`src/rtl/nn_upsample2d_if.sv`:
```
// Pixel-stream bundle for the nearest-neighbour upsampler.
// Carries both the input side (sof / input_valid / i_ready / d_in) and the
// output side (o_sof / output_valid / d_out) of the block.
//   master : the environment (drives input pixels, observes outputs)
//   slave  : the upsampler itself
interface nn_upsample2d_if #(
  parameter int DATA_W = 32,
  parameter int CH     = 16
);
  logic                         sof;
  logic                         input_valid;
  logic                         i_ready;
  logic [CH-1:0][DATA_W-1:0]    d_in;
  logic                         o_sof;
  logic                         output_valid;
  logic [CH-1:0][DATA_W-1:0]    d_out;

  modport master (
    output sof, input_valid, d_in,
    input  i_ready, o_sof, output_valid, d_out
  );

  modport slave (
    input  sof, input_valid, d_in,
    output i_ready, o_sof, output_valid, d_out
  );
endinterface

```
`src/rtl/nn_upsample2d.sv`:
```
// nn_upsample2d: CH-lane nearest-neighbour 2-D upsampler.
// Each input row (IN_W pixels) is captured into a one-row line buffer, then
// replayed SCALE times, with every pixel repeated SCALE times, giving a
// frame enlarged by SCALE in both directions. Lanes share one FSM and are
// copied bit-exactly.
// Ports:
//   clk  - rising-edge clock
//   rst  - asynchronous reset, active-high
//   bus  - slave side of nn_upsample2d_if
//          in : sof, input_valid, d_in     out: i_ready (0 while emitting)
//          out: o_sof, output_valid, d_out (registered)
module nn_upsample2d #(
  parameter int DATA_W = 32,
  parameter int CH     = 16,
  parameter int IN_W   = 8,
  parameter int IN_H   = 8,
  parameter int SCALE  = 2
) (
  input  logic            clk,
  input  logic            rst,
  nn_upsample2d_if.slave  bus
);

  localparam int COL_W = $clog2(IN_W + 1);
  localparam int ROW_W = $clog2(IN_H + 1);
  localparam int SC_W  = $clog2(SCALE + 1);
  localparam int IDX_W = (IN_W > 1) ? $clog2(IN_W) : 1;

  localparam logic [COL_W-1:0] COL_LAST = COL_W'(IN_W - 1);
  localparam logic [ROW_W-1:0] ROW_LAST = ROW_W'(IN_H - 1);
  localparam logic [SC_W-1:0]  SC_LAST  = SC_W'(SCALE - 1);

  typedef logic [CH-1:0][DATA_W-1:0] pix_t;
  typedef enum logic [1:0] {IDLE, LOAD, EMIT} state_t;

  state_t           state, state_nx;
  logic [COL_W-1:0] col, col_nx;
  logic [ROW_W-1:0] row, row_nx;
  logic [SC_W-1:0]  sub, sub_nx;
  logic [SC_W-1:0]  rep, rep_nx;
  logic             wr_en;
  logic [COL_W-1:0] wr_idx;
  logic             accept;
  logic             first_px;

  pix_t             line_buf [IN_W];
  pix_t             d_out_q;
  logic             o_sof_q;
  logic             out_valid_q;

  assign bus.i_ready      = (state != EMIT);
  assign bus.d_out        = d_out_q;
  assign bus.o_sof        = o_sof_q;
  assign bus.output_valid = out_valid_q;

  assign accept   = bus.input_valid && (state != EMIT);
  assign first_px = (state == EMIT) && (row == '0) && (rep == '0) &&
                    (col == '0) && (sub == '0);

  always_comb begin
    state_nx = state;
    col_nx   = col;
    row_nx   = row;
    sub_nx   = sub;
    rep_nx   = rep;
    wr_en    = 1'b0;
    wr_idx   = '0;
    case (state)
      IDLE: begin
        if (accept && bus.sof) begin
          wr_en  = 1'b1;
          wr_idx = '0;
          row_nx = '0;
          // A one-pixel row is complete on its sof beat.
          if (COL_LAST == '0) begin
            col_nx   = '0;
            state_nx = EMIT;
          end else begin
            col_nx   = COL_W'(1);
            state_nx = LOAD;
          end
        end
      end
      LOAD: begin
        if (accept) begin
          wr_en  = 1'b1;
          // sof mid-load restarts the frame at column 0, row 0.
          wr_idx = bus.sof ? '0 : col;
          if (bus.sof) row_nx = '0;
          if (wr_idx == COL_LAST) begin
            col_nx   = '0;
            state_nx = EMIT;
          end else begin
            col_nx = wr_idx + COL_W'(1);
          end
        end
      end
      EMIT: begin
        // Nested counters: sub (pixel repeat) -> col -> rep (row repeat).
        if (sub == SC_LAST) begin
          sub_nx = '0;
          if (col == COL_LAST) begin
            col_nx = '0;
            if (rep == SC_LAST) begin
              rep_nx = '0;
              if (row == ROW_LAST) begin
                row_nx   = '0;
                state_nx = IDLE;
              end else begin
                row_nx   = row + ROW_W'(1);
                state_nx = LOAD;
              end
            end else begin
              rep_nx = rep + SC_W'(1);
            end
          end else begin
            col_nx = col + COL_W'(1);
          end
        end else begin
          sub_nx = sub + SC_W'(1);
        end
      end
      default: state_nx = IDLE;
    endcase
  end

  always_ff @(posedge clk or posedge rst) begin
    if (rst) begin
      state       <= IDLE;
      col         <= '0;
      row         <= '0;
      sub         <= '0;
      rep         <= '0;
      d_out_q     <= '0;
      o_sof_q     <= 1'b0;
      out_valid_q <= 1'b0;
    end else begin
      state       <= state_nx;
      col         <= col_nx;
      row         <= row_nx;
      sub         <= sub_nx;
      rep         <= rep_nx;
      out_valid_q <= (state == EMIT);
      o_sof_q     <= first_px;
      if (state == EMIT) d_out_q <= line_buf[IDX_W'(col)];
    end
  end

  // Line buffer holds no reset: contents are only read after a full row load.
  always_ff @(posedge clk) begin
    if (wr_en) line_buf[IDX_W'(wr_idx)] <= bus.d_in;
  end

endmodule
```
`src/flat_wrapper.sv`:
```
// flat-port wrapper written by rule: the top's interface ports become plain ports
module nn_upsample2d_flat 
#(
  parameter int DATA_W = 32,
  parameter int CH     = 16,
  parameter int IN_W   = 8,
  parameter int IN_H   = 8,
  parameter int SCALE  = 2
)
  (clk, rst, bus_sof, bus_input_valid, bus_d_in, bus_i_ready, bus_o_sof, bus_output_valid, bus_d_out);
  nn_upsample2d_if #(.DATA_W(DATA_W), .CH(CH)) bus_i ();
  input  logic clk;
  input  logic rst;
  input wire logic [$bits(bus_i.sof)-1:0] bus_sof;
  input wire logic [$bits(bus_i.input_valid)-1:0] bus_input_valid;
  input wire logic [$bits(bus_i.d_in)-1:0] bus_d_in;
  output wire logic [$bits(bus_i.i_ready)-1:0] bus_i_ready;
  output wire logic [$bits(bus_i.o_sof)-1:0] bus_o_sof;
  output wire logic [$bits(bus_i.output_valid)-1:0] bus_output_valid;
  output wire logic [$bits(bus_i.d_out)-1:0] bus_d_out;
  assign bus_i.sof = bus_sof;
  assign bus_i.input_valid = bus_input_valid;
  assign bus_i.d_in = bus_d_in;
  assign bus_i_ready = bus_i.i_ready;
  assign bus_o_sof = bus_i.o_sof;
  assign bus_output_valid = bus_i.output_valid;
  assign bus_d_out = bus_i.d_out;
  nn_upsample2d #(.DATA_W(DATA_W), .CH(CH), .IN_W(IN_W), .IN_H(IN_H), .SCALE(SCALE)) u_core (.clk(clk), .rst(rst), .bus(bus_i));
endmodule
```
`config.mk`:
```
export PLATFORM = sky130hd
export DESIGN_NAME = nn_upsample2d_flat
export DESIGN_NICKNAME = d
export VERILOG_FILES = /design/src/rtl/nn_upsample2d_if.sv /design/src/rtl/nn_upsample2d.sv /design/src/flat_wrapper.sv
export SDC_FILE = /design/constraint.sdc
export NUM_CORES = 2
export LEC_CHECK = 0
export ABC_AREA = 1
export CAP_MARGIN = 20
export CORE_ASPECT_RATIO = 0.9
export CORE_MARGIN = 4
export CORE_UTILIZATION = 35
export CTS_BUF_LIST = sky130_fd_sc_hd__clkbuf_4
export CTS_CLUSTER_SIZE = 30
export DETAILED_ROUTE_END_ITERATION = 8
export SLEW_MARGIN = 20
export SYNTH_ARGS = -nofsm -noshare
export SYNTH_HDL_FRONTEND = slang
export SYNTH_SLANG_ARGS = --single-unit
```
`constraint.sdc`:
```
create_clock -name clk -period 28.8 [get_ports clk]
set_input_delay 2.88 -clock clk [delete_from_list [all_inputs] [get_ports clk]]
set_output_delay 2.88 -clock clk [all_outputs]
set_load 0.01 [all_outputs]
```
Yosys cells after proc, flatten, opt, wreduce, memory -nomap -nowiden --
Memories as Yosys holds them, arrays and structs flattened. A register that Yosys moved wholly into a read port is not among the register bits. Index checks and enable logic that the tools add are counted.
Word-level totals: register bits after elaboration 16, RAM bits 4096, bits of input ports 516, output and inout bits 515, memories kept 1
Cells by class: add/subtract/negate cells 5, equal/unequal tests 15, muxes and demuxes 32, reductions and logical operators 16
Memories:
- u_core.line_buf | depth 8, width 512, read ports 1, clocked after Yosys merged registers in 1, write ports 1, RTL line nn_upsample2d.sv:46 | pix_t line_buf [IN_W];
Operator list (number):
- 2-to-1 mux 4 bit | 13
- case mux 4 bit (3 select lines) | 2
- 2-to-1 mux 2 bit | 8
- adder 4 x 1 -> 4 bit, second input constant | 3
- equality test 4 x 3 -> 1 bit, second input constant | 3
- != test 2 bit, second input constant | 5
- zero test 4 bit | 2
- AND reduction 7 bit | 1
- equality test 2 x 1 -> 1 bit, second input constant | 3
- logical AND 1 bit | 6
- zero test 2 bit | 3
- 2-to-1 mux 3 bit | 2
- != test 2 x 1 -> 1 bit, second input constant | 3
- case mux 2 bit (3 select lines) | 1
- AND reduction 6 bit | 1
- 2-to-1 mux 1 bit | 5
- adder 2 x 1 -> 2 bit, second input constant | 2
- AND reduction 4 bit | 1
- AND reduction 3 bit | 1
- nonzero test 3 bit | 1
- equality test 2 bit, second input constant | 1
- case mux 1 bit (2 select lines) | 1

Depth between registers and ports, before layout --
depth after elaboration 7, mapped depth 13, gate-level depth less buffers 11

Worst setup path before layout --
No wires, ideal clock.
kind input-to-reg, start point input bus_sof, end point memory u_core.line_buf[0][0] in the netlist's numbering, enable pin, setup time 1.404 ns, data arrival time 24.562 ns, required time 27.396 ns, slack 2.834 ns, cell stages on the path 6, cells stage by stage inv_1 -> nand2_1 -> nor2_1 -> inv_1 -> nand2_1 -> nor2_1
Between the ends: longest elaborated chain between the ends 5, elaborated cells between the ends (all ways) 8, classes of those cells 7 x mux; 1 x reduce/logical
Ends and longest elaborated chain:
- from (decl) | RTL line flat_wrapper.sv:14 | input wire logic [$bits(bus_i.sof)-1:0] bus_sof;
- logical AND 1 bit | RTL line nn_upsample2d.sv:70 | if (accept && bus.sof) begin
- 2-to-1 mux 1 bit | RTL line nn_upsample2d.sv:70
- case mux 1 bit (2 select lines) | RTL line nn_upsample2d.sv:68 | case (state)
- 2-to-1 mux 1 bit | RTL line nn_upsample2d.sv:151 | if (wr_en) line_buf[IDX_W'(wr_idx)] <= bus.d_in;
- 2-to-1 mux 1 bit (implied by the code) | RTL line nn_upsample2d.sv:151
- to (decl) | RTL line nn_upsample2d.sv:46
Several ways; a longest one is shown, not always the timed one.

Final worst setup path --
start point input bus_input_valid, end point memory u_core.line_buf[3][25] in the netlist's numbering, enable pin
Between the ends: longest elaborated chain between the ends 6, elaborated cells between the ends (all ways) 9, classes of those cells 7 x mux; 2 x reduce/logical
Ends and longest elaborated chain:
- from (decl) | RTL line flat_wrapper.sv:15 | input wire logic [$bits(bus_i.input_valid)-1:0] bus_input_valid;
- logical AND 1 bit * | RTL line nn_upsample2d.sv:56 | assign accept = bus.input_valid && (state != EMIT);
- logical AND 1 bit | RTL line nn_upsample2d.sv:70
- 2-to-1 mux 1 bit | RTL line nn_upsample2d.sv:70
- case mux 1 bit (2 select lines) | RTL line nn_upsample2d.sv:68
- 2-to-1 mux 1 bit | RTL line nn_upsample2d.sv:151
- 2-to-1 mux 1 bit (implied by the code) | RTL line nn_upsample2d.sv:151
Mark *: on every way between the ends. The rest lies on a longest branch, timed or not.

==> results.yml <==
timing:
  tns_ps: 0
  hold_violations: 0
  rsz0062_at_grt: "no"
  relSlewSlack_pct: 19.7
  finalClockSkew_ps: 160
  report.final.setup_viol: 0
  worst_slew_pin_slew_ps: 1200
  fin_ws_ps: 21230
  period_share_pct: 26.3
  period_minus_slack_ps: 7570
  maxSlewViolCount: 0
  fmax_ghz: 0.132
floorplan:
  die_x_um: 766
  core_area_mm2: 0.515
  die_height_um: 690
  die_area_mm2: 0.528
  pin_count: 1031
  start_util_pct: 35.1
  rows: 250
drt:
  drc_errors: 0
  wire_per_inst_um: 21.1
  ant_nets: 0
  vias: 118893
  drt_wl_total_um: 508000
  drt_iter0_markers: 10134
  avgViaCountPerCell: 4.93
  dr.pass1.iters: 8
final_layout:
  regArea_mm2: 0.136
  fillers: 48202
  nets: 16932
  syn2layout_area_growth_pct: 17.7
  drive_above_1_share_pct: 12.4
  multi_input_area_mm2: 0.0381
  finalInstanceArea_mm2: 0.213
hold_path:
  hp-class: "reg2reg"
  min_delay_path_depth: 1
power_and_ir_drop:
  p_leak_uw: 0.0798
  power_density_mw_per_mm2: 92.2
  max-vdd-ir-drop_mv: 0.108
yosys:
  ys_types: 25
  synth.mux.area_fraction_pct: 0
  yosys_warnings: 0
  syn_inst: 14853
  syn-num-nets: 15379
  synth-simple-area-share_pct: 15.8
  synth_edf_count: 4096
  synth_area_mm2: 0.181
  synth.largest_area_cell: "edfxtp_1"
  synth.most_common_cell: "nand2_1"
  synth_common_cells: "nand2_1 (4217), edfxtp_1 (4096), nand3_1 (1652), nor2_1 (1189), inv_1 (710)"
  ys_top_cells_by_area: "edfxtp_1 (68%), nand2_1 (8.8%), dfrtp_1 (7.3%)"
  synthAdderAreaFrac_pct: 0.0692
  synth_top_family_by_area: "simple AND/OR/NAND/NOR gates"
  yosysSeqAreaShare_pct: 75.3
  synth_top_cell_area_share_pct: 68.0
  ys_ff_latch: 4624
  synth_area_per_cell_um2: 12.2
  synth-xor-area-share_pct: 0.00969
  synth_compound_area_share_pct: 5.14
  async_reset_ff_share_pct: 11.4
  synth_ff_type: "edfxtp_1"
clock_network:
  cts_resized: 0
  clock_latency_ps: 1650
  max-clock-path-buffers: 5
  cts.sinks: 4624
  clk_pin_slew_ps: 70
  cts.htree.levels: 7
  clockRootBuffer: "clkbuf_4"
  hold_buffers: 0
  cts_setup_buffers: 0
  cts_tree: "yes"
  cts_buffers: 1249
setup_path:
  end_kind: "flop"
  r2r_slack_ps: 21740
  crit_path_max_fanout: 60
  required_ps: 29890
  arrival_ps: 8650
  rr_worst_depth: 15
  criticalPathCategory: "in2reg"
  start_kind: "input port"
global_routing:
  grt_pass1_wl_um: 745000
  grt_usage_pct: 18.8
  grt_pass1_vias: 115033
  antenna_found_initial: 159
  grt_max_degree: 223
  gr-total-overflow: 0
run:
  cap_violations: 0
outcome:
  outcome: "completed"
place:
  dp_hpwl_um: 283000
  place_area_mm2: 0.198
  io_buffer_count: 1030
  post-place-ws_ps: 19780
  place_congestion: 0.784
## placed cells by master, fill, tap and decap left out, types with 18 or more instances in the layout
cell type        instances
nand2_1               4217
edfxtp_1              4096
clkbuf_4              1892
nand3_1               1652
nor2_1                1181
clkdlybuf4s50_1       1030
inv_1                  708
o211ai_1               659
o21ai_0                585
dfrtp_1                525
a21oi_1                170
buf_4                  158
clkinv_1               128
o21ai_1                109
diode_2                 74
buf_12                  26
inv_2                   18
## sequential cells by signal (all words and copies together) (netlist names)
| register | flops |
|---|---|
| u_core.bus.output_valid | 1 |
| u_core.bus.o_sof | 1 |
| u_core.row | 4 |
| u_core.line_buf | 4096 |
| u_core.bus.d_out | 512 |
| u_core.rep | 2 |
| u_core.col | 4 |
| u_core.sub | 2 |
| u_core.state | 2 |
## power breakdown
part | leakage (uW) | internal (uW) | switching (uW) | total (uW)
clock | 0.00913 | 3020 | 2610 | 5630
sequential | 0.0436 | 7990 | 357 | 8350
combinational | 0.0270 | 1910 | 3740 | 5650
total | 0.0798 | 12900 | 6710 | 19600
## worst paths after layout
path	start	endpoint
worst max-delay path	bus_input_valid	u_core.line_buf[3][25]
worst min-delay path	u_core.rep[0]	u_core.rep[1]
worst max register to register	u_core.state[0]	u_core.line_buf[3][25]
worst min register to register	u_core.rep[0]	u_core.rep[1]
max in group asynchronous	rst	u_core.bus.d_out[158]
min in group asynchronous	rst	u_core.bus.d_out[480]
## per-stage QoR
stage          total power [uW]  util (%)  hold slack, ps  std cells
2_1_floorplan             12200         -             435      14853
3_3_place_gp              14100      38.4             447      21957
3_5_place_dp              14200      38.4             464      21957
4_1_cts                   19900      41.3             453      24016
5_1_grt                   20800      41.3             494      24071
6_report                  19600      41.3             453      24092
## critical path, cell delays in order
cell and delay, ps:
clkdlybuf4s50_1 640, nand3_1 160, inv_1 150, nand2_1 100
inv_1 90, nand2_1 130, nor2_4 130, buf_4 810
buf_4 740, buf_4 520, buf_4 520, buf_4 730
buf_4 800
## routing by layer
layer | vias to the layer above | part of all wire [%] | track usage, %
met2 | 4183 | 48 | 30.4
met1 | 58141 | 42 | 24.3
met5 | - | 0.047 | 0
met4 | 36 | 3.2 | 8.45
met3 | 1033 | 6.2 | 3.96
li1 | 55500 | - | -
## final cells by class
cell class	instances	area share, %
Clock buffer	1892	6.67
Clock inverter	167	0.395
Timing Repair Buffer	1215	5.66
Sequential cell	4624	64.0
Tap cell	6804	4.00
Inverter	713	1.28
Multi-Input combinational cell	8603	17.9
Antenna cell	74	0.0870
## cells by family (layout without fill, tap and decap cells)
kind of cell    Yosys count  in the layout
simple gates           7066           7066
flops                  4624           4624
buf+inv                1626           3987
compound gates         1525           1525
fa+ha+maj                10             10
xor+xnor                  2              2
other cells               0             74
(Power assumes the default switching activity.)
